$ cat src/rtl/mult_div_unit.sv
// mult_div_unit: multi-cycle signed multiply (radix-2 Booth) / restoring divide producing HI/LO.
// Optional macro MULT_DIV_UNSIGNED_EN adds unsigned_op for MULTU/DIVU semantics.
module mult_div_unit #(
   parameter int WIDTH = 32
) (
   input  logic             clk,
   input  logic             reset,
`ifdef MULT_DIV_UNSIGNED_EN
   input  logic             unsigned_op,
`endif
   input  logic             start_mult,
   input  logic             start_div,
   input  logic [WIDTH-1:0] a,
   input  logic [WIDTH-1:0] b,
   output logic [WIDTH-1:0] hi,
   output logic [WIDTH-1:0] lo,
   output logic             busy,
   output logic             done,
   output logic             div_zero
);
   localparam int CW = $clog2(WIDTH + 1);
   typedef enum logic [1:0] {IDLE, MULT, DIV, FIN} state_t;
   state_t st, nxt;
   logic [WIDTH:0]   acc, m, sum, bacc, sh, dacc;
   logic [WIDTH-1:0] q, bq, dq, a_mag, b_mag;
   logic [CW-1:0]    cnt;
   logic             q1, corr, neg_q, neg_r, dz, uns, ge, last;
`ifdef MULT_DIV_UNSIGNED_EN
   assign uns = unsigned_op;
`else
   assign uns = 1'b0;
`endif
   assign last  = cnt == CW'(WIDTH - 1);
   assign a_mag = (~uns & a[WIDTH-1]) ? -a : a;
   assign b_mag = (~uns & b[WIDTH-1]) ? -b : b;
   // Booth step: add/subtract multiplicand by {q0,q-1}, then arithmetic shift right
   always_comb begin
      sum  = (q[0] & ~q1) ? acc - m : (~q[0] & q1) ? acc + m : acc;
      bacc = {sum[WIDTH], sum[WIDTH:1]};
      bq   = {sum[0], q[WIDTH-1:1]};
   end
   // Restoring step: shift in next dividend bit, subtract divisor if it fits
   always_comb begin
      sh   = {acc[WIDTH-1:0], q[WIDTH-1]};
      ge   = sh >= m;
      dacc = ge ? sh - m : sh;
      dq   = {q[WIDTH-2:0], ge};
   end
   // State register
   always_ff @(posedge clk or posedge reset)
      if (reset) st <= IDLE;
      else st <= nxt;
   // Next-state logic; multiply wins when both starts are high
   always_comb begin
      nxt = st;
      if (st == IDLE) nxt = start_mult ? MULT : start_div ? ((b == '0) ? FIN : DIV) : IDLE;
      else if (st == MULT || st == DIV) nxt = last ? FIN : st;
      else nxt = IDLE;
   end
   // Status outputs decoded from state
   always_comb begin
      busy     = (st == MULT) || (st == DIV);
      done     = st == FIN;
      div_zero = (st == FIN) && dz;
   end
   // Datapath: operand capture, iteration, and HI/LO write on completion
   always_ff @(posedge clk or posedge reset)
      if (reset) begin
         acc <= '0; m <= '0; q <= '0; q1 <= 1'b0; cnt <= '0;
         corr <= 1'b0; neg_q <= 1'b0; neg_r <= 1'b0; dz <= 1'b0;
         hi <= '0; lo <= '0;
      end else begin
         case (st)
            IDLE:
               if (start_mult) begin
                  acc <= '0; q <= b; q1 <= 1'b0; cnt <= '0; dz <= 1'b0;
                  m <= {~uns & a[WIDTH-1], a};
                  corr <= uns & b[WIDTH-1];
               end else if (start_div) begin
                  acc <= '0; q <= a_mag; cnt <= '0; dz <= b == '0;
                  m <= {1'b0, b_mag};
                  neg_q <= ~uns & (a[WIDTH-1] ^ b[WIDTH-1]);
                  neg_r <= ~uns & a[WIDTH-1];
               end
            MULT: begin
               acc <= bacc; q <= bq; q1 <= q[0]; cnt <= cnt + 1'b1;
               if (last) begin
                  hi <= bacc[WIDTH-1:0] + (corr ? m[WIDTH-1:0] : '0);
                  lo <= bq;
               end
            end
            DIV: begin
               acc <= dacc; q <= dq; cnt <= cnt + 1'b1;
               if (last) begin
                  lo <= neg_q ? -dq : dq;
                  hi <= neg_r ? -dacc[WIDTH-1:0] : dacc[WIDTH-1:0];
               end
            end
            default: ;
         endcase
      end
endmodule

$ cat config.mk
export PLATFORM = sky130hd
export DESIGN_NAME = mult_div_unit
export DESIGN_NICKNAME = d
export VERILOG_FILES = /design/src/rtl/mult_div_unit.sv
export SDC_FILE = /design/constraint.sdc
export NUM_CORES = 1
export LEC_CHECK = 0
export CELL_PAD_IN_SITES_DETAIL_PLACEMENT = 0
export CELL_PAD_IN_SITES_GLOBAL_PLACEMENT = 1
export CORE_ASPECT_RATIO = 1.4
export CORE_MARGIN = 1.5
export CORE_UTILIZATION = 25
export CTS_CLUSTER_DIAMETER = 50
export DETAILED_ROUTE_END_ITERATION = 16
export GPL_TIMING_DRIVEN = 0
export HOLD_SLACK_MARGIN = 0.06
export PLACE_DENSITY = 0.63
export SYNTH_ARGS = -nofsm -noshare
export SYNTH_HDL_FRONTEND = slang
export SYNTH_SLANG_ARGS = --single-unit
$ cat constraint.sdc
create_clock -name clk -period 13.25 [get_ports clk]
set_input_delay 2.65 -clock clk [delete_from_list [all_inputs] [get_ports clk]]
set_output_delay 2.65 -clock clk [all_outputs]
set_load 0.005 [all_outputs]
## After elaboration in Yosys (flattened, before gate mapping)

Index checks and enable logic that the tools add are counted.

| storage, ports and cells | value |
|---|---|
| register bits after elaboration | 174 |
| input port bits | 68 |
| output and inout bits | 67 |

| operators by class | value |
|---|---|
| add/sub/neg operators | 8 |
| magnitude comparators | 1 |
| equal/unequal tests | 9 |
| muxes and demuxes | 34 |
| bitwise gates (word level) | 6 |
| reduce and logical (&&, ||, !) cells | 16 |

Operators by type and width:

| operator | count |
|---|---|
| $mux 32 | 10 |
| $mux 33 | 7 |
| $neg 32->32 | 4 |
| $pmux 32 s2 | 2 |
| $pmux 33 s3 | 1 |
| $pmux 32 s3 | 1 |
| $sub 33x33->33 | 2 |
| $add 33x33->33 | 1 |
| $ge 33x33->1 | 1 |
| $logic_not 32->1 | 1 |
| $mux 6 | 2 |
| $pmux 6 s2 | 1 |
| $mux 2 | 5 |
| $reduce_and 2->1 | 4 |
| $reduce_bool 2->1 | 4 |
| $add 6x1->6 const B | 1 |
| $eq 6x5->1 const B | 1 |
| $ne 2x2->1 const B | 3 |
| $reduce_and 3->1 | 2 |
| $eq 2x2->1 const B | 2 |
| $mux 1 | 4 |
| $ne 3x1->1 const B | 1 |
| $ne 3x3->1 const B | 1 |
| $not 1->1 | 3 |
| 9 further kinds | 10 |

## Depth between registers and ports, before layout

Gate-level depths: netlist of run 1.

| depth | value |
|---|---|
| word-level depth | 6 |
| gate-level depth with buffers | 21 |
| gate-level depth less buffers | 18 |

## Worst setup path before layout of run 1

No wires, ideal clock.

| path | value |
|---|---|
| kind | input to register |
| start point | in a[8] |
| end point | reg q[26] |
| arrival | 5.047 ns |
| required time | 13.121 ns |
| slack | 8.074 ns |
| stages | 10 |
| buffers on the path | 0 |
| cells stage by stage | or4_1 > nor3_1 > or3b_1 > nand2b_1 > nand2b_1 > o31ai_1 > xnor2_1 > mux2_2 > o21ai_0 > o21ai_1 |

| on the way | value |
|---|---|
| cells in the longest elaborated chain, start to end | 5 |

Ends and longest elaborated chain:

| item | line | source |
|---|---|---|
| start, declared | 13 | `input logic [WIDTH-1:0] a,` |
| $neg 32->32 | 34 | `assign a_mag = (~uns & a[WIDTH-1]) ? -a : a;` |
| $mux 32 | 34 |  |
| $mux 32 | 79 | `end else if (start_div) begin` |
| $mux 32 | 75 | `if (start_mult) begin` |
| $pmux 32 s3 | 73 | `case (st)` |
| end signal, assigned | 76 | `acc <= '0; q <= b; q1 <= 1'b0; cnt <= '0; dz <= 1'b0;` |
| end signal, assigned | 80 | `acc <= '0; q <= a_mag; cnt <= '0; dz <= b == '0;` |
| end signal, assigned | 86 | `acc <= bacc; q <= bq; q1 <= q[0]; cnt <= cnt + 1'b1;` |
| end, declared | 25 | `logic [WIDTH-1:0] q, bq, dq, a_mag, b_mag;` |

Every way passes these cells. The select of a mux whose other input is x is not followed.
A chain may end at the register's enable or synchronous reset.

## Final worst setup path of run 1

| path | value |
|---|---|
| start point | reg acc[8] |
| end point | reg hi[28] |

| on the way | value |
|---|---|
| cells in the longest elaborated chain, start to end | 6 |
| elaborated cells between the ends (all ways) | 12 |
| classes of those cells | 4 x add/sub; 1 x order compare; 7 x mux |

Ends and longest elaborated chain:

| item | line | source |
|---|---|---|
| start, declared | 24 | `logic [WIDTH:0] acc, m, sum, bacc, sh, dacc;` |
| start signal, assigned | 69 | `acc <= '0; m <= '0; q <= '0; q1 <= 1'b0; cnt <= '0;` |
| start signal, assigned | 76 |  |
| start signal, assigned | 80 |  |
| $sub 33x33->33 / $ge 33x33->1 (equally long branches) | 46, 45 |  |
| $mux 33 | 46 | `dacc = ge ? sh - m : sh;` |
| $neg 32->32 | 96 | `hi <= neg_r ? -dacc[WIDTH-1:0] : dacc[WIDTH-1:0];` |
| $mux 32 | 96 |  |
| $mux 32 | 94 | `if (last) begin` |
| $pmux 32 s2 (*) | 73 |  |
| end signal, assigned | 88 | `hi <= bacc[WIDTH-1:0] + (corr ? m[WIDTH-1:0] : '0);` |
| end signal, assigned | 96 |  |
| end, declared | 15 | `output logic [WIDTH-1:0] hi,` |

Every way passes the cells marked *; elsewhere a longest branch is shown, timed or not. The select of a mux whose other input is x is not followed.

==> Flow_metrics.wiki, run 1 <==
{| class="wikitable"
! Metric !! Value
|-
| Reg2Reg Setup Slack || 6.84 ns
|-
| Initial Util || 0.252
|-
| Number of standard-cell rows in the floorplan || 117
|-
| # setup viols final || 0
|-
| Top post-synthesis cells by area || sky130_fd_sc_hd__dfrtp_1, sky130_fd_sc_hd__ha_1, sky130_fd_sc_hd__o21ai_0
|-
| Overall routing resource usage || 0.245
|-
| Floorplan Core Area || 72,600 um^2
|-
| Power per standard cell area || 278 nW/um^2
|-
| Latest clock arrival within the worst-skew pair || 0.48 ns
|-
| Total inserted antenna cells || 0
|-
| Instance count of the mapped netlist || 2,486
|-
| Setup Skew || 0.0206 ns
|-
| Layout area overhead || 17.2%
|-
| Post-synthesis sequential area ratio || 0.238
|-
| Critical path arrival || 6.82 ns
|-
| Hold buffers post-CTS || 0
|-
| Worst Path Required || 13.65 ns
|-
| Number of DRC violations after detailed-routing iteration 0 || 1,487
|-
| Residual DRC || 0
|-
| Worst relative slew slack || 0.0424
|-
| Die Area || 75,000 um^2
|-
| Total via count in the routed design || 20,194
|-
| Worst slew pin tran || 1.40 ns
|-
| Post-detail-place hpwl || 77,000 um
|-
| Most common cell after layout, fill and taps aside || sky130_fd_sc_hd__nand2_1
|-
| Initial antenna violation count || 1
|-
| Proportion of register bits with asynchronous set or reset after synthesis || 1.00
|-
| Highest layer used for signal routing || met5
|-
| DR pass1 iterations || 5
|-
| Critical path start-end classification || reg -> reg
|-
| Count of placed standard cells in the final layout, fillers left out || 3,602
|-
| CTS H-tree depth || 4
|-
| Met2 wirelength from detailed routing || 47,400 um
|-
| Synthesized netlist net count || 2,664
|-
| Remaining antenna violation count || 0
|-
| Multi-input combinational cell area || 12,900 um^2
|-
| Number of buffer cells added on primary ports || 132
|-
| Cell area after synthesis || 18,300 um^2
|-
| Most used flip-flop cell after synthesis || sky130_fd_sc_hd__dfrtp_1
|-
| Count of buffers added by post-CTS timing repair for setup || 0
|-
| Number of warnings issued by yosys || 0
|-
| Number of placed instances with taps included || 3,571
|-
| TritonCTS clock tree || yes
|-
| Vertical die dimension || 323 um
|-
| Unique masters post-synth || 96
|-
| Endpoint class of the critical path || flip-flop
|-
| Reg clk slew, reported paths || 0.08 ns
|-
| Worst setup slack after placement || 6.69 ns
|-
| Crit-path max FO || 10
|-
| Pin count of the biggest net entering global routing || 89
|-
| Storage element area || 4350 um^2
|-
| Share of layout cells above drive strength 1 || 0.0400
|-
| Sum of met3 wire segment lengths after detailed routing || 3240 um
|-
| Number of synthesized flops with an enable pin || 0
|-
| Hold Slack || 0.491 ns
|-
| Max-slew violations || 0
|-
| Max-capacitance violation count || 0
|-
| Count of state elements after synthesis || 174
|-
| Number of filler instances in the final layout || 8,089
|-
| Met1 wire length || 34,000 um
|-
| CTS root buf || sky130_fd_sc_hd__clkbuf_16
|-
| Cts bufs inserted || 17
|-
| Post-route setup slack || 6.84 ns
|-
| Most frequent cells in the layout || sky130_fd_sc_hd__nand2_1, sky130_fd_sc_hd__o21ai_0, sky130_fd_sc_hd__a21oi_1
|-
| Average footprint of a synthesized cell || 7.37 um^2
|-
| Total congestion overflow || 0
|-
| Leak pwr || 8.67 nW
|-
| Post-detailed-route wirelength per cell || 25.9 um
|-
| Routability Congestion || 0.947
|-
| Total negative slack for setup checks || 0 ns
|-
| Area share of the largest cell type after synthesis || 0.238
|-
| Post-DR vias/cell || 5.61
|-
| Setup repair after global routing missed its margin || false
|-
| Largest area contributor in the synthesized netlist || sky130_fd_sc_hd__dfrtp_1
|-
| Vias in the first global route || 20,251
|-
| Global-route wire length before repair || 135,000 um
|-
| Crit share post-route || 0.484
|-
| Overall Power || 5.96 mW
|-
| Final net count || 2,816
|-
| Highest ir drop seen on vdd || 0.137 mV
|-
| Wirelength, routed || 93,200 um
|-
| Die Wd || 232 um
|-
| Run status || finished, final reports clean
|-
| Fmax || 156 MHz
|-
| Fin. Hold Viols || 0
|-
| Number of clock sinks || 174
|-
| Critical Path Start Type || flip-flop
|-
| Final critical delay including setup and external delays || 6.41 ns
|-
| Ports placed on the boundary || 135
|-
| Class of the tightest hold or removal check || reg -> reg
|-
| Max Buffers Root-to-Sink || 2
|-
| Post-CTS Resized || 0
|}
per-layer routing:
| layer | track usage | up-vias |
|---|---|---|
| met5 | 0 | - |
| met4 | 0.205 | 2 |
| met3 | 0.0236 | 251 |
| met2 | 0.442 | 739 |
| met1 | 0.255 | 9872 |
| li1 | - | 9330 |
area by class of cell:
class                      count  share of cell area
buffer                       179              0.0326
clock buffer                  19              0.0202
clock inverter                12             0.00821
inverter                      91              0.0162
multi-input combinational   2042               0.602
sequential                   174               0.203
tap                          952              0.0554
timing repair buffer         133              0.0628
critical path, stage by stage (launching register included):
cell,delay [ns]
sky130_fd_sc_hd__dfrtp_1,0.60
sky130_fd_sc_hd__ha_1,0.39
sky130_fd_sc_hd__buf_2,0.20
sky130_fd_sc_hd__nand4_1,0.29
sky130_fd_sc_hd__nor4_1,0.68
sky130_fd_sc_hd__a41oi_1,0.23
sky130_fd_sc_hd__o21a_1,0.21
sky130_fd_sc_hd__nand2_2,0.22
sky130_fd_sc_hd__buf_1,0.53
sky130_fd_sc_hd__buf_1,0.46
sky130_fd_sc_hd__nor2_1,0.08
sky130_fd_sc_hd__a21oi_1,0.36
sky130_fd_sc_hd__ha_1,0.31
sky130_fd_sc_hd__nand3_1,0.09
sky130_fd_sc_hd__nor3_1,0.22
sky130_fd_sc_hd__a32oi_1,0.23
sky130_fd_sc_hd__nor4_4,0.46
sky130_fd_sc_hd__nor2b_4,0.26
sky130_fd_sc_hd__mux2_2,0.34
sky130_fd_sc_hd__a31oi_1,0.16
registers in the layout, summed over array words and instances (netlist names):
register,flops
dz,1
neg_q,1
q,32
lo,32
st,2
cnt,6
acc,33
hi,32
q1,1
neg_r,1
m,33
power by group:
group          switching (mW)  internal [mW]  leakage (nW)  total (mW)
sequential              0.291          0.667          2.31       0.958
clock                   0.250          0.302         0.299       0.553
combinational            3.05           1.41          6.06        4.45
total                    3.59           2.38          8.67        5.96
path summary, 6_finish.rpt:
| check | endpoint | start | depth (start not counted) |
|---|---|---|---|
| worst min-delay path | hi[2] | hi[2] | 2 |
| worst max-delay path | hi[28] | acc[8] | 19 |
| worst max register to register | hi[28] | acc[8] | 19 |
| worst min register to register | hi[2] | hi[2] | 2 |
| max in group asynchronous | m[4] | reset | 3 |
| min in group asynchronous | lo[23] | reset | 2 |
Yosys cell counts (all sizes together), types with 10 or more instances:
cell	n
nand2	341
o21ai	279
a21oi	238
nor2	200
dfrtp	174
clkbuf	143
ha	107
inv	91
xnor2	91
xor2	75
o31ai	46
mux2i	43
nor3	43
a21o	41
nand3	37
buf	36
a22oi	31
nand2b	29
nand4	26
o41ai	24
or4	23
nor4	22
a211oi	20
a22o	20
o211ai	20
o21bai	19
mux2	18
or3	18
nor2b	15
o21a	15
o22ai	15
a221oi	14
a31oi	14
o221ai	14
a2111oi	13
or2	13
a221o	10
and3	10
through the flow:
step,cell area [um^2],util
after detailed placement,20900,0.287
after global placement,20800,0.287
after floorplan,18300,-
after CTS,21500,0.296
final,21500,0.296
after global routing,21500,0.296
cell families after synthesis:
| logic type | count (synthesis) | synth area share |
|---|---|---|
| AO/OA/AOI/OAI | 899 | 0.312 |
| multiplexers | 61 | 0.0348 |
| buffers and inverters | 270 | 0.0569 |
| flip-flops | 174 | 0.238 |
| AND/OR/NAND/NOR | 806 | 0.203 |
| adder cells (fa/ha/maj) | 110 | 0.0763 |
| XOR/XNOR | 166 | 0.0793 |
(Power assumes the default switching activity.)
==> run 2, diff against run 1 <==
Settings changed: PLACE_DENSITY 0.63 to 0.65.
Clock period 13.25 ns to 5.37 ns, I/O delays scaled along.
==> run 2 against run 1 <==
Against the previous run:
- utilization grew 0.23 points
- sequential power grew 140%
- global-route usage up 0.36 points
- register-to-register slack got worse by 6.7 ns
- design area grew 0.79%
- wire length increased by 1.8%
- fmax rose by 22%
- combinational power increased by 150%
- total power increased by 140%
- hold slack got worse by 0.011 ns
==> Flow_metrics.wiki, run 2 (same netlist as run 1, synthesis figures left out) <==
{| class="wikitable"
! Metric !! Value
|-
| Overall routing resource usage || 0.249
|-
| Vias in the first global route || 20,183
|-
| Latest clock arrival within the worst-skew pair || 0.49 ns
|-
| Floorplan Core Area || 72,600 um^2
|-
| Count of cells along the worst hold path || 2
|-
| Crit Reg-Reg Endpoint || hi[31]
|-
| TritonCTS clock tree || yes
|-
| Reg2Reg Setup Slack || 0.14 ns
|-
| Reg clk slew, reported paths || 0.07 ns
|-
| Largest registers in the final layout || acc x33, m x33
|-
| Total via count in the routed design || 20,248
|-
| Post-detailed-route wirelength per cell || 26.3 um
|-
| Share of layout cells above drive strength 1 || 0.0503
|-
| Class of the tightest hold or removal check || reg -> reg
|-
| Setup Skew || 0.0199 ns
|-
| Most common cell after layout, fill and taps aside || sky130_fd_sc_hd__nand2_1
|-
| Worst Path Required || 5.69 ns
|-
| Run status || finished, final reports clean
|-
| Length in cells of the worst reg-to-reg path || 15
|-
| Crit-path max FO || 10
|-
| Number of DRC violations after detailed-routing iteration 0 || 1,381
|-
| Sum of buffers and inverters on the critical path || 3
|-
| Cts bufs inserted || 17
|-
| Highest layer used for signal routing || met5
|-
| Post-route setup slack || 0.135 ns
|-
| Die Area || 75,000 um^2
|-
| Residual DRC || 0
|-
| Max-capacitance violation count || 0
|-
| Critical path arrival || 5.56 ns
|-
| CTS root buf || sky130_fd_sc_hd__clkbuf_16
|-
| Met1 wire length || 34,900 um
|-
| Max-slew violations || 0
|-
| Crit share post-route || 0.975
|-
| Setup repair after global routing missed its margin || false
|-
| Remaining antenna violation count || 0
|-
| Launch point of the worst reg-to-reg path || acc[15]
|-
| Die Wd || 232 um
|-
| Highest ir drop seen on vdd || 0.293 mV
|-
| Power per standard cell area || 675 nW/um^2
|-
| CP peak stage delay || 0.61 ns
|-
| Critical Path Start Type || flip-flop
|-
| Pin count of the biggest net entering global routing || 38
|-
| Worst setup slack after placement || -1.10 ns
|-
| Routability Congestion || 0.983
|-
| Total congestion overflow || 0
|-
| Hold buffers post-CTS || 0
|-
| Post-DR vias/cell || 5.60
|-
| Endpoint class of the critical path || flip-flop
|-
| Worst slew pin tran || 1.37 ns
|-
| Worst relative slew slack || 0.0869
|-
| Vertical die dimension || 323 um
|-
| Wirelength, routed || 94,900 um
|-
| Most frequent cells in the layout || sky130_fd_sc_hd__nand2_1, sky130_fd_sc_hd__o21ai_0, sky130_fd_sc_hd__a21oi_1
|-
| Met2 wirelength from detailed routing || 47,100 um
|-
| Slowest-stage cell, CP || sky130_fd_sc_hd__a21boi_2
|-
| Total inserted antenna cells || 0
|-
| Ports placed on the boundary || 135
|-
| Initial antenna violation count || 1
|-
| Final critical delay including setup and external delays || 5.23 ns
|-
| Initial Util || 0.252
|-
| Number of clock sinks || 174
|-
| Number of filler instances in the final layout || 8,176
|-
| Sum of met3 wire segment lengths after detailed routing || 3980 um
|-
| Category of cells accounting for the largest share of critical-path delay || compound AO/OA/AOI/OAI gates
|-
| Leak pwr || 8.73 nW
|-
| Worst hold path endpoint || lo[31]
|-
| Fin. Hold Viols || 0
|-
| Hold Slack || 0.480 ns
|-
| Number of standard-cell rows in the floorplan || 117
|-
| CTS H-tree depth || 4
|-
| Post-detail-place hpwl || 76,700 um
|-
| Global-route wire length before repair || 136,000 um
|-
| # setup viols final || 0
|-
| Max Buffers Root-to-Sink || 2
|-
| Layout area overhead || 18.1%
|-
| DR pass1 iterations || 8
|-
| Launch instance of the worst min-delay path || lo[31]
|-
| Number of buffer cells added on primary ports || 132
|-
| Fmax || 191 MHz
|-
| Critical-path cell list || ha_1, buf_2, nand2_1, o21ai_0, a221oi_4, buf_4, buf_4, a21boi_2, o21ai_0, a2111oi_2, o2111ai_1, or2_1, o31ai_1, xor2_1, o21ai_1
|-
| Final net count || 2,827
|-
| Critical path start-end classification || reg -> reg
|}
-- run 2: cell types whose count changed in the layout (fill, tap and decap cells not counted), sizes merged --
cell      change
inv           -5
clkinv        +4
clkbuf        -2
buf          +13
bufinv        -2
clkinvlp      +4
-- run 2: worst max-delay path by stage --
stage | start | end | slack, ns | cells past startpoint
floorplan | acc[8] | hi[28] | 0.90 | 19
global placement | m[1] | hi[28] | -1.08 | 19
detailed placement | m[24] | hi[28] | -1.10 | 20
CTS | m[1] | hi[28] | 0.03 | 18
global route | acc[8] | hi[28] | 0.003 | 18
finish | acc[15] | hi[31] | 0.14 | 15
-- run 2: cell type report --
class,count,area [um^2],share of cell area
buffer,177,712,0.0329
clock buffer,19,443,0.0205
clock inverter,13,133,0.00613
inverter,91,345,0.0159
multi-input combinational,2042,13000,0.600
sequential,174,4360,0.201
tap,952,1190,0.0550
timing repair buffer,146,1490,0.0687
-- run 2: through the flow --
step | TNS [ns] | std cells | util | area, um^2 | power [mW]
2_1_floorplan | 0 | 2486 | - | 18300 | 9.23
5_1_grt | 0 | 3614 | 0.298 | 21700 | 15.5
3_5_place_dp | -20.41 | 3576 | 0.289 | 20900 | 12.9
6_report | 0 | 3614 | 0.298 | 21700 | 14.6
4_1_cts | 0 | 3610 | 0.297 | 21600 | 14.3
3_3_place_gp | -23.61 | 3570 | 0.287 | 20800 | 12.9
-- run 2: repair_timing --
| item | in CTS | in global routing |
|---|---|---|
| resized for setup | 13 | 12 |
| pin swaps | 2 | 2 |
| cloned | 0 | 0 |
| buffers inserted | 4 | 4 |
| endpoints found under the setup margin | 33 | 12 |
-- run 2: tightest hold or removal path: stages (launching register included) --
cell and delay [ns]:
sky130_fd_sc_hd__dfrtp_1 0.34, sky130_fd_sc_hd__nand2_1 0.06, sky130_fd_sc_hd__o21ai_2 0.05
-- run 2: power by group --
group	switching [mW]	internal (mW)	total (mW)
Clock	0.631	0.661	1.29
Combinational	7.44	3.58	11.0
Sequential	0.648	1.65	2.30
-- run 2: per-layer routing --
metal | GRT usage | vias up
li1 | - | 9361
met1 | 0.261 | 9865
met2 | 0.440 | 720
met3 | 0.0308 | 300
met4 | 0.212 | 2
met5 | 0 | -
==> run 3, diff against run 2 <==
Settings changed: ABC_AREA from default to 1, PLACE_DENSITY 0.65 to 0.67.
==> run 3 against run 2 <==
Against the previous run:
- setup slack gained 0.27 ns
- final cell count grew 18%
- via count grew 8.4%
- critical path depth grew 12
- total power grew 4.6%
- non-clock buffer count shrank 61
- hold slack lost 0.0051 ns
- fmax grew 5.5%
- global-route usage grew 1.1 points
- register-to-register slack gained 0.27 ns
- clock-buffer cell count grew 1
- critical path type unchanged
- largest power group unchanged
==> Flow_metrics.wiki, run 3 <==
{| class="wikitable"
! Metric !! Value
|-
| Endpoint class of the critical path || flip-flop
|-
| Pin count of the biggest net entering global routing || 42
|-
| Run status || finished, final reports clean
|-
| Initial antenna violation count || 3
|-
| Vias in the first global route || 22,405
|-
| Synthesized netlist net count || 3,306
|-
| Ports placed on the boundary || 135
|-
| DR pass1 iterations || 5
|-
| Critical path start-end classification || reg -> reg
|-
| Overall routing resource usage || 0.259
|-
| Largest area contributor in the synthesized netlist || sky130_fd_sc_hd__dfrtp_1
|-
| Proportion of register bits with asynchronous set or reset after synthesis || 1.00
|-
| Critical path arrival || 5.33 ns
|-
| Highest ir drop seen on vdd || 0.303 mV
|-
| Top post-synthesis cells by area || sky130_fd_sc_hd__dfrtp_1, sky130_fd_sc_hd__nand2_1, sky130_fd_sc_hd__inv_1
|-
| Layout area overhead || 17.5%
|-
| Hold buffers post-CTS || 0
|-
| TritonCTS clock tree || yes
|-
| Most common cell after layout, fill and taps aside || sky130_fd_sc_hd__nand2_1
|-
| Number of buffer cells added on primary ports || 133
|-
| Clk pwr share || 0.088
|-
| Number of standard-cell rows in the floorplan || 119
|-
| Residual DRC || 0
|-
| Share of layout cells above drive strength 1 || 0.0388
|-
| Number of synthesized flops with an enable pin || 0
|-
| Setup Skew || 0.0200 ns
|-
| Post-detail-place hpwl || 84,300 um
|-
| Sum of met3 wire segment lengths after detailed routing || 3440 um
|-
| Initial Util || 0.252
|-
| Cell area after synthesis || 18,900 um^2
|-
| Fin. Hold Viols || 0
|-
| Wirelength, routed || 101,000 um
|-
| Area share of the largest cell type after synthesis || 0.231
|-
| Number of DRC violations after detailed-routing iteration 0 || 1,553
|-
| Total via count in the routed design || 21,955
|-
| Most used flip-flop cell after synthesis || sky130_fd_sc_hd__dfrtp_1
|-
| CP peak stage delay || 0.52 ns
|-
| # setup viols final || 0
|-
| Die Wd || 235 um
|-
| Share of total power consumed by net switching || 0.642
|-
| Vertical die dimension || 328 um
|-
| Highest layer used for signal routing || met4
|-
| Cell area after layout || 22,200 um^2
|-
| Remaining antenna violation count || 0
|-
| Met1 wire length || 36,100 um
|-
| Die Area || 77,100 um^2
|-
| Cell types with the highest counts after synthesis || sky130_fd_sc_hd__nand2_1, sky130_fd_sc_hd__inv_1, sky130_fd_sc_hd__nor2_1, sky130_fd_sc_hd__o21ai_0, sky130_fd_sc_hd__a21oi_1
|-
| Reg2Reg Setup Slack || 0.41 ns
|-
| Count of state elements after synthesis || 174
|-
| Unique masters post-synth || 56
|-
| Fraction of power consumed by sequential logic || 0.148
|-
| Routability Congestion || 0.975
|-
| Number of clock sinks || 174
|-
| Largest registers in the final layout || acc x33, m x33
|-
| Number of warnings issued by yosys || 0
|-
| Crit-path max FO || 10
|-
| Gate power share || 0.764
|-
| Total congestion overflow || 0
|-
| CTS root buf || sky130_fd_sc_hd__clkbuf_16
|-
| Cts bufs inserted || 17
|-
| Total negative slack for setup checks || 0 ns
|-
| Latest clock arrival within the worst-skew pair || 0.49 ns
|-
| Final critical delay including setup and external delays || 4.96 ns
|-
| Critical Path Start Type || flip-flop
|-
| Number of filler instances in the final layout || 8,616
|-
| Most instantiated library cell after synthesis || sky130_fd_sc_hd__nand2_1
|-
| Max-capacitance violation count || 0
|-
| Max Buffers Root-to-Sink || 2
|-
| Leak pwr || 10.8 nW
|-
| Final net count || 3,464
|-
| Total placed instance area || 21,500 um^2
|-
| Worst slew pin tran || 1.11 ns
|-
| Fmax || 202 MHz
|-
| Reg clk slew, reported paths || 0.08 ns
|-
| Overall Power || 15.3 mW
|-
| Post-synthesis sequential area ratio || 0.231
|-
| Dominant cell type by count on the critical path || sky130_fd_sc_hd__nand2_1
|-
| Average footprint of a synthesized cell || 6.03 um^2
|-
| Slowest-stage cell, CP || sky130_fd_sc_hd__dfrtp_1
|-
| Most frequent cells in the layout || sky130_fd_sc_hd__nand2_1, sky130_fd_sc_hd__inv_1, sky130_fd_sc_hd__nor2_1
|-
| Global-route wire length before repair || 145,000 um
|-
| Sw power || 9.81 mW
|-
| Power per standard cell area || 690 nW/um^2
|-
| CTS H-tree depth || 4
|-
| Floorplan Core Area || 74,900 um^2
|-
| Crit share post-route || 0.924
|-
| Post-detailed-route wirelength per cell || 23.7 um
|-
| Class of the tightest hold or removal check || reg -> reg
|-
| Max-slew violations || 0
|-
| Met2 wirelength from detailed routing || 50,600 um
|-
| Setup repair after global routing missed its margin || false
|-
| Worst relative slew slack || 0.260
|-
| Worst Path Required || 5.73 ns
|-
| Post-DR vias/cell || 5.14
|-
| Instance count of the mapped netlist || 3,128
|-
| Internal power consumption || 5.47 mW
|}
run 3: cell types whose count changed after synthesis, moves of 23 or more:
| cell | previous run | this run |
|---|---|---|
| sky130_fd_sc_hd__nand2_1 | 339 | 879 |
| sky130_fd_sc_hd__inv_1 | 90 | 411 |
| sky130_fd_sc_hd__nand3_1 | 37 | 194 |
| sky130_fd_sc_hd__nor2_1 | 200 | 298 |
| sky130_fd_sc_hd__xnor2_1 | 91 | 3 |
| sky130_fd_sc_hd__o211ai_1 | 20 | 66 |
| sky130_fd_sc_hd__clkbuf_1 | 143 | 99 |
| sky130_fd_sc_hd__mux2i_1 | 43 | 0 |
| sky130_fd_sc_hd__o31ai_1 | 44 | 5 |
| sky130_fd_sc_hd__a21o_1 | 41 | 13 |
| sky130_fd_sc_hd__nand2b_1 | 28 | 0 |
| sky130_fd_sc_hd__xor2_1 | 75 | 48 |
| sky130_fd_sc_hd__o41ai_1 | 23 | 0 |
run 3: cells by family after synthesis:
group	after synthesis	synth area share
simple gates	1521	0.338
xor+xnor	51	0.0237
flops	174	0.231
compound gates	724	0.222
buf+inv	548	0.111
fa+ha+maj	110	0.0742
run 3: path summary, 6_finish.rpt:
| check | start | end | cells after the start |
|---|---|---|---|
| min in group asynchronous | reset | q[10] | 2 |
| worst min register to register | lo[1] | lo[1] | 2 |
| worst min-delay path | lo[1] | lo[1] | 2 |
| max in group asynchronous | reset | hi[15] | 4 |
| worst max-delay path | acc[25] | lo[28] | 27 |
| worst max register to register | acc[25] | lo[28] | 27 |
run 3: area by class of cell:
cell class	instances	area, um^2	share of cell area
buffer	123	504	0.0228
inverter	425	1600	0.0722
antenna	1	2.50	0.000113
timing repair buffer	139	1430	0.0644
clock buffer	20	457	0.0206
sequential	174	4370	0.197
tap	968	1210	0.0547
multi-input combinational	2406	12400	0.562
clock inverter	12	145	0.00655
run 3: repair_timing:
| item | 4_1_cts | 5_1_grt |
|---|---|---|
| endpoints found under the setup margin | 0 | 3 |
| gates resized for setup | 0 | 21 |
| buffers inserted | 0 | 2 |
run 3: per-stage QoR:
| step | util | hold WS [ns] | cells | setup WS (ns) |
|---|---|---|---|---|
| 2_1_floorplan | - | 0.465 | 3128 | 1.62 |
| 3_3_place_gp | 0.286 | 0.463 | 4229 | 0.198 |
| 3_5_place_dp | 0.287 | 0.463 | 4233 | 0.179 |
| 4_1_cts | 0.295 | 0.483 | 4265 | 0.155 |
| 5_1_grt | 0.296 | 0.508 | 4267 | 0.00947 |
| 6_report | 0.296 | 0.475 | 4268 | 0.408 |
run 3: worst max-delay path: cells and delay by family, from the launching register on:
kind                     cells  cell delay [ns]
flip-flops                   1             0.52
AO/OA/AOI/OAI                5             0.83
buffers and inverters        4             0.51
adder cells (fa/ha/maj)      2             0.69
AND/OR/NAND/NOR             16             2.25
run 3: power by group through the flow:
stage | clock (mW) | combinational (mW) | sequential [mW]
2_1_floorplan | 0 | 7.31 | 1.95
4_1_cts | 1.37 | 11.4 | 2.23
5_1_grt | 1.40 | 12.7 | 2.28
6_report | 1.35 | 11.7 | 2.25
3_3_place_gp | 0 | 11.4 | 2.25
3_5_place_dp | 0 | 11.4 | 2.25
run 3: routing by layer:
metal,GRT usage,vias up
met3,0.0247,298
met4,0.248,0
met1,0.258,10287
met2,0.472,757
met5,0,-
li1,-,10613
